==> config.mk <==
export PLATFORM = sky130hd
export DESIGN_NAME = stb_dcache_arbiter
export DESIGN_NICKNAME = d
export VERILOG_FILES = /design/src/rtl/stb_dcache_arbiter.sv
export SDC_FILE = /design/constraint.sdc
export NUM_CORES = 1
export LEC_CHECK = 0
export CORE_MARGIN = 2
export CORE_UTILIZATION = 34
export CTS_CLUSTER_SIZE = 10
export DETAILED_ROUTE_END_ITERATION = 16
export PLACE_DENSITY = 0.78
export SLEW_MARGIN = 20
export SYNTH_ARGS = -nofsm -noshare
export SYNTH_HDL_FRONTEND = slang
export SYNTH_SLANG_ARGS = --single-unit
==> constraint.sdc <==
create_clock -name clk -period 2.2 [get_ports clk]
set_clock_uncertainty 0.2 [all_clocks]
set_input_delay 0.33 -clock clk [delete_from_list [all_inputs] [get_ports clk]]
set_output_delay 0.33 -clock clk [all_outputs]
set_load 0.005 [all_outputs]
==> src/rtl/stb_dcache_arbiter.sv <==
// Arbitrates store-buffer drains and LSU loads onto the single dcache port.
// Holds the granted request until the dcache acks; bounds store starvation.
module stb_dcache_arbiter #(
  parameter int ADDR_WIDTH     = 32,
  parameter int DATA_WIDTH     = 32,
  parameter int BYTE_SEL_WIDTH = 4,
  parameter int STARVE_LIMIT   = 4
) (
  input  logic                      clk,
  input  logic                      rst_n,
  input  logic                      stb2dcache_req,
  input  logic [ADDR_WIDTH-1:0]     stb2dcache_addr,
  input  logic [DATA_WIDTH-1:0]     stb2dcache_wdata,
  input  logic [BYTE_SEL_WIDTH-1:0] stb2dcache_sel_byte,
  input  logic                      stb2dcache_w_en,
  input  logic                      stb_full,
  output logic                      arb2stb_ack,
  input  logic                      lsudbus2arb_ld_req,
  input  logic [ADDR_WIDTH-1:0]     lsudbus2arb_ld_addr,
  output logic                      arb2lsudbus_ld_ack,
  output logic [DATA_WIDTH-1:0]     arb2lsudbus_ld_rdata,
  output logic                      arb2dcache_req,
  output logic [ADDR_WIDTH-1:0]     arb2dcache_addr,
  output logic [DATA_WIDTH-1:0]     arb2dcache_wdata,
  output logic [BYTE_SEL_WIDTH-1:0] arb2dcache_sel_byte,
  output logic                      arb2dcache_w_en,
  input  logic                      dcache2arb_ack,
  input  logic [DATA_WIDTH-1:0]     dcache2arb_rdata
);

  typedef enum logic [1:0] {IDLE, ST_BUSY, LD_BUSY} state_e;

  localparam int            CW    = $clog2(STARVE_LIMIT + 1);
  localparam logic [CW-1:0] LIMIT = CW'(STARVE_LIMIT);

  state_e                    state_q, state_d;
  logic [CW-1:0]             starve_cnt_q, starve_cnt_d;
  logic                      req_q, req_d;
  logic                      wen_q, wen_d;
  logic [ADDR_WIDTH-1:0]     addr_q, addr_d;
  logic [DATA_WIDTH-1:0]     wdata_q, wdata_d;
  logic [BYTE_SEL_WIDTH-1:0] sel_q, sel_d;

  // Write enable is implied by stb2dcache_req; kept only as a port.
  logic unused_w_en;
  assign unused_w_en = stb2dcache_w_en;

  logic raw_hit, st_win;
  assign raw_hit = lsudbus2arb_ld_req &&
                   (lsudbus2arb_ld_addr[ADDR_WIDTH-1:2] == stb2dcache_addr[ADDR_WIDTH-1:2]);
  assign st_win  = stb2dcache_req &&
                   (stb_full || (starve_cnt_q == LIMIT) || !lsudbus2arb_ld_req || raw_hit);

  always_comb begin
    state_d      = state_q;
    starve_cnt_d = starve_cnt_q;
    req_d        = req_q;
    wen_d        = wen_q;
    addr_d       = addr_q;
    wdata_d      = wdata_q;
    sel_d        = sel_q;
    case (state_q)
      IDLE: begin
        if (st_win) begin
          state_d      = ST_BUSY;
          starve_cnt_d = '0;
          req_d        = 1'b1;
          wen_d        = 1'b1;
          addr_d       = stb2dcache_addr;
          wdata_d      = stb2dcache_wdata;
          sel_d        = stb2dcache_sel_byte;
        end else if (lsudbus2arb_ld_req) begin
          state_d = LD_BUSY;
          req_d   = 1'b1;
          wen_d   = 1'b0;
          addr_d  = lsudbus2arb_ld_addr;
          wdata_d = '0;
          sel_d   = '1;
          // Only loads that bypass a waiting store count toward starvation.
          if (stb2dcache_req && starve_cnt_q != LIMIT) starve_cnt_d = starve_cnt_q + CW'(1);
        end
      end
      ST_BUSY, LD_BUSY: begin
        if (dcache2arb_ack) begin
          state_d = IDLE;
          req_d   = 1'b0;
          wen_d   = 1'b0;
          addr_d  = '0;
          wdata_d = '0;
          sel_d   = '0;
        end
      end
      default: state_d = IDLE;
    endcase
  end

  always_ff @(posedge clk) begin
    if (!rst_n) begin
      state_q      <= IDLE;
      starve_cnt_q <= '0;
      req_q        <= 1'b0;
      wen_q        <= 1'b0;
      addr_q       <= '0;
      wdata_q      <= '0;
      sel_q        <= '0;
    end else begin
      state_q      <= state_d;
      starve_cnt_q <= starve_cnt_d;
      req_q        <= req_d;
      wen_q        <= wen_d;
      addr_q       <= addr_d;
      wdata_q      <= wdata_d;
      sel_q        <= sel_d;
    end
  end

  // Source acks are suppressed while reset is held so an aborted transfer never commits.
  assign arb2stb_ack          = rst_n && (state_q == ST_BUSY) && dcache2arb_ack;
  assign arb2lsudbus_ld_ack   = rst_n && (state_q == LD_BUSY) && dcache2arb_ack;
  assign arb2lsudbus_ld_rdata = arb2lsudbus_ld_ack ? dcache2arb_rdata : '0;

  assign arb2dcache_req      = req_q;
  assign arb2dcache_w_en     = wen_q;
  assign arb2dcache_addr     = addr_q;
  assign arb2dcache_wdata    = wdata_q;
  assign arb2dcache_sel_byte = sel_q;

endmodule

* Yosys cells after proc, flatten, opt, wreduce, memory -nomap -nowiden
Cells that the tools add are included.
** Word-level totals
- Register bits :: 75
- Input port bits :: 139
- Output and inout bits :: 104
- Word-level logic and storage cells :: 60
** Operators by class
- Add/sub/neg operators :: 1
- Eq/ne operators :: 7
- Mux-type cells :: 26
- Reduce and logical (&&, ||, !) cells :: 19
** Operator list (number)
- 32-bit two-way mux :: 6
- 32-bit one-hot mux with 2 select lines :: 2
- 30-bit equality test :: 1
- 4-bit two-way mux :: 3
- 3-bit two-way mux :: 3
- 4-bit one-hot mux with 2 select lines :: 1
- 1-bit logical AND :: 7
- 2-bit two-way mux :: 3
- 3-bit != test (second input constant) :: 2
- 3-bit AND reduction :: 2
- 2-bit nonzero test :: 3
- 1-bit two-way mux :: 5
- 1-bit one-hot mux with 2 select lines :: 2
- 2-bit one-hot mux with 2 select lines :: 1
- 3-bit by 1-bit adder with 3-bit output (second input constant) :: 1
- 3-bit equality test (second input constant) :: 1
- 1-bit logical OR :: 3
- 2-bit by 1-bit equality test with 1-bit output (second input constant) :: 1
- 2-bit equality test (second input constant) :: 1
- 2-bit logical NOT :: 1
- 2-bit != test (second input constant) :: 1
- 2-bit AND reduction :: 1
- 2-bit OR reduction :: 1
- 1-bit logical NOT :: 1

* Logic depth before layout (Yosys ltp)
- Depth in word-level cells :: 7
- Depth in mapped cells :: 8
- Gate-level depth less buffers :: 7

* Least setup slack after synthesis
No wires, ideal clock.
- Path type :: flip-flop to flip-flop
- Start :: register state_q[0]
- End :: register addr_q[20], in the netlist arb2dcache_addr[20]
- Library setup time :: 138 ps
- Arrival :: 1937 ps
- Data required time :: 1862 ps
- Slack :: -75 ps
- Cell stages (with the launch flop) :: 9
- Buffers on the path :: 2
- Period minus slack after synthesis :: 2275 ps
- Cells stage by stage :: dfxtp_1 -> inv_1 -> ha_1 -> nor2b_1 -> o31a_1 -> buf_2 -> clkbuf_1 -> a222oi_1 -> o211ai_1
** Between the ends
- Word-level cells in the longest chain between the ends :: 4
- Elaborated cells on any way between the ends :: 9
- Classes of those cells :: 4 x eq/ne; 1 x mux; 4 x reduce/logical
** Ends and longest elaborated chain
- start, declared :: line 36 : state_e state_q, state_d;
- start signal, assigned :: line 107 : state_q <= state_d;
- 2-bit by 1-bit equality test with 1-bit output or 2-bit equality test (tied branches) :: line 62 : case (state_q)
- 2-bit OR reduction :: line 62
- 2-bit != test (no line) or 2-bit nonzero test (tied branches)
- 3-bit AND reduction (no line)
- end signal, assigned :: line 111 : addr_q <= addr_d;
- end, declared :: line 40 : logic [ADDR_WIDTH-1:0] addr_q, addr_d;
Parallel ways exist; a longest one is shown, timed or not.
A chain may end at the register's enable or synchronous reset.

* Worst setup path after layout
- Start :: register state_q[0]
- End :: register addr_q[1], in the netlist arb2dcache_addr[1]
Same word-level chain as after synthesis.

==> flow_summary.yaml <==
yosys:
  synthArstFlopShare_pct: 0
  ys_warn_count: 0
  syn_area_sq_um: 3920
  ys_ff_latch: 75
  avgSynthCellArea_sq_um: 9.32
  syn-instance-count: 420
  synthDistinctLibCells: 39
  synth-edff-count: 0
  synthFlopType: "dfxtp_1"
  seq_area_frac_synth_pct: 38.4
  synth_fp_nets: 564
placed_design:
  port_buffers: 241
  place_congestion: 0.836
  post-place-cells: 836
  dpl.hpwl_microns: 11600
timing:
  relSlewSlack_pct: 73.5
  rsz0062_at_grt: "yes"
  hold_viol_final: 0
  worstMarginPinSlew_ns: 0.396
  setup_slack_ns: -0.178
  tns_ns: -2.82
  fmax_mhz: 421
  period_needed_ns: 2.38
  finalSetupViolCount: 33
  drv_slew: 0
  min_period_over_period_pct: 108
worst_setup_path:
  start_kind: "flip-flop"
  cp_num_cells: 11
  path_buf_inv: 5
  crit_chain: "inv_2 > buf_6 > ha_4 > nor2b_4 > o31a_4 > buf_6 > buf_4 > buf_6 > and2_4 > a211oi_2 > a211oi_1"
  r2r_end: "arb2dcache_addr[1]"
  path_delay_family: "compound AO/OA/AOI/OAI gates"
  endpoint: "arb2dcache_addr[1]"
  cp.required_ns: 2.22
  cp-end-kind: "flip-flop"
  rr_startpoint: "state_q[0]"
  crit_start: "state_q[0]"
  ff2ff_setup_slack_ns: -0.18
  arrival_ns: 2.39
  slowest_stage: "o31a_4"
  ff2ff_path_depth: 11
  worst_path_most_repeated_cell: "buf_6"
  slowest_delay_ns: 0.39
  path_class: "reg2reg"
  cp_max_fo: 4
clock_network:
  cts_buffers: 9
  clockRootBuffer: "clkbuf_16"
  max-clock-path-buffers: 2
  clkTransAtPathRegs_ns: 0.06
  clock_sinks: 75
  insertion_delay_ns: 0.33
  h-tree-depth: 3
  cts_tree: "yes"
drt:
  vias: 4949
  wl_per_cell_microns: 19.6
  viasPerCell: 5.59
  wl_microns: 17300
  drc_errors: 0
  postRouteAntennaNets: 0
  first_iter_violations: 604
  dr.pass1.iters: 9
floorplan:
  die_w_microns: 111
  coreArea_sq_um: 11300
  fp.dieH_microns: 111
  rows: 39
  io_pins: 243
  start_util_pct: 34.6
  die_area_sq_um: 12400
hold_path:
  hold_class: "in2reg"
  whs_path_depth: 3
pwr:
  vdd.ir_drop.worst_v: 0.000438
  p_per_area_nw_per_um2: 636
  p_leak_uw: 0.00340
grt:
  grt_pass1_vias: 5059
  grt_overflow_total: 0
  grt_usage_pct: 25.9
  grt_max_degree: 34
  grt_pass1_wl_microns: 26100
  antenna_found_initial: 1
flow_run:
  maxCapViolations: 0
final_layout:
  layout_common_cells: "clkdlybuf4s50_1 (172), dfxtp_1 (73), buf_4 (73)"
  layout-drive-gt1-share_pct: 23.9
  area_growth_pct: 104
  fin_util_pct: 70.5
  num-nets-final: 883
  final_common_cell: "clkdlybuf4s50_1"
  final_cell_count_no_fill: 885
status:
  violations: "setup timing"
  status: "finished with violations"
[worst register-to-register path: cells and delay by family, from the launching register on]
kind            cells  cell delay [ns]
fa+ha+maj           1             0.24
simple gates        2             0.29
flops               1             0.33
buf+inv             5             0.53
compound gates      3             0.67
[what timing repair did]
action,CTS,global route
cloned,6,9
setup endpoints to repair,107,94
resized for setup,76,85
setup buffers,15,10
hold buffers,0,0
pin swaps,61,39
[registers in the layout, indices dropped and copies added, names as in the netlist]
name	count
arb2dcache_w_en	1
arb2dcache_wdata	32
arb2dcache_req	1
arb2dcache_addr	32
starve_cnt_q	3
arb2dcache_sel_byte	4
state_q	2
[cell families after synthesis]
logic type      synth area share [%]
fa+ha+maj                       1.60
mux                            0.831
xor+xnor                        6.71
buf+inv                         5.08
flops                           38.4
simple gates                    20.9
compound gates                  26.5
[report_power, final]
group | leakage [uW] | internal (uW) | switching [uW]
registers | 0.000615 | 1570 | 134
clock network | 0.000130 | 857 | 553
logic | 0.00266 | 1200 | 761
total | 0.00340 | 3630 | 1450
[Yosys cell counts (3+ instances only)]
library cell	n	share of area (%)
dfxtp_1	75	38
nand4_1	38	6.1
and2_1	37	5.9
a32o_1	32	8.2
nand2_1	32	3.1
a222oi_1	30	7.7
o211ai_1	30	5.8
xnor2_1	30	6.7
clkbuf_1	26	2.5
buf_2	15	1.9
a21oi_1	13	1.7
a211oi_1	7	1.3
nor2_1	7	0.67
ha_1	5	1.6
nand2b_1	5	0.80
inv_1	4	0.38
nor2b_1	4	0.64
nand3_1	3	0.38
[cell type report]
type                    count  area [sq um]
flip-flops and latches     75          1500
fillers                   853          3340
clock buffers              10           229
clock inverters             3          42.5
diodes                      1          2.50
well taps                 143           179
multi-input cells         298          2380
repair buffers            350          3630
inverters                   5          18.8
[stage by stage]
| step | hold slack (ns) | power, uW | area [sq um] | worst slack (ns) |
|---|---|---|---|---|
| CTS | 0.274 | 5050 | 7660 | -0.182 |
| global placement | 0.248 | 3320 | 7020 | -0.401 |
| global route | 0.176 | 5300 | 7980 | -0.280 |
| floorplan | 0.254 | 2310 | 3930 | 0.0326 |
| detailed placement | 0.258 | 3380 | 7020 | -0.418 |
| finish | 0.138 | 5080 | 7980 | -0.178 |
[worst min path at each step]
stage / from / end
after floorplan: starve_cnt_q[1] / starve_cnt_q[1]
after global placement: arb2dcache_wdata[18] / arb2dcache_wdata[18]
after detailed placement: arb2dcache_wdata[7] / arb2dcache_wdata[7]
after CTS: arb2dcache_wdata[7] / arb2dcache_wdata[7]
after global routing: lsudbus2arb_ld_addr[20] / arb2dcache_addr[20]
final: lsudbus2arb_ld_addr[20] / arb2dcache_addr[20]
[layer usage]
layer	routed length [microns]	up-vias	GRT usage [%]	share of wire (%)
li1	-	2298	-	-
met1	6540	2340	30.4	38
met2	8750	268	45.7	51
met3	1580	43	6.94	9.1
met4	444	0	8.89	2.6
met5	0	-	0	0
No activity file was read; power rests on OpenSTA's default activity.
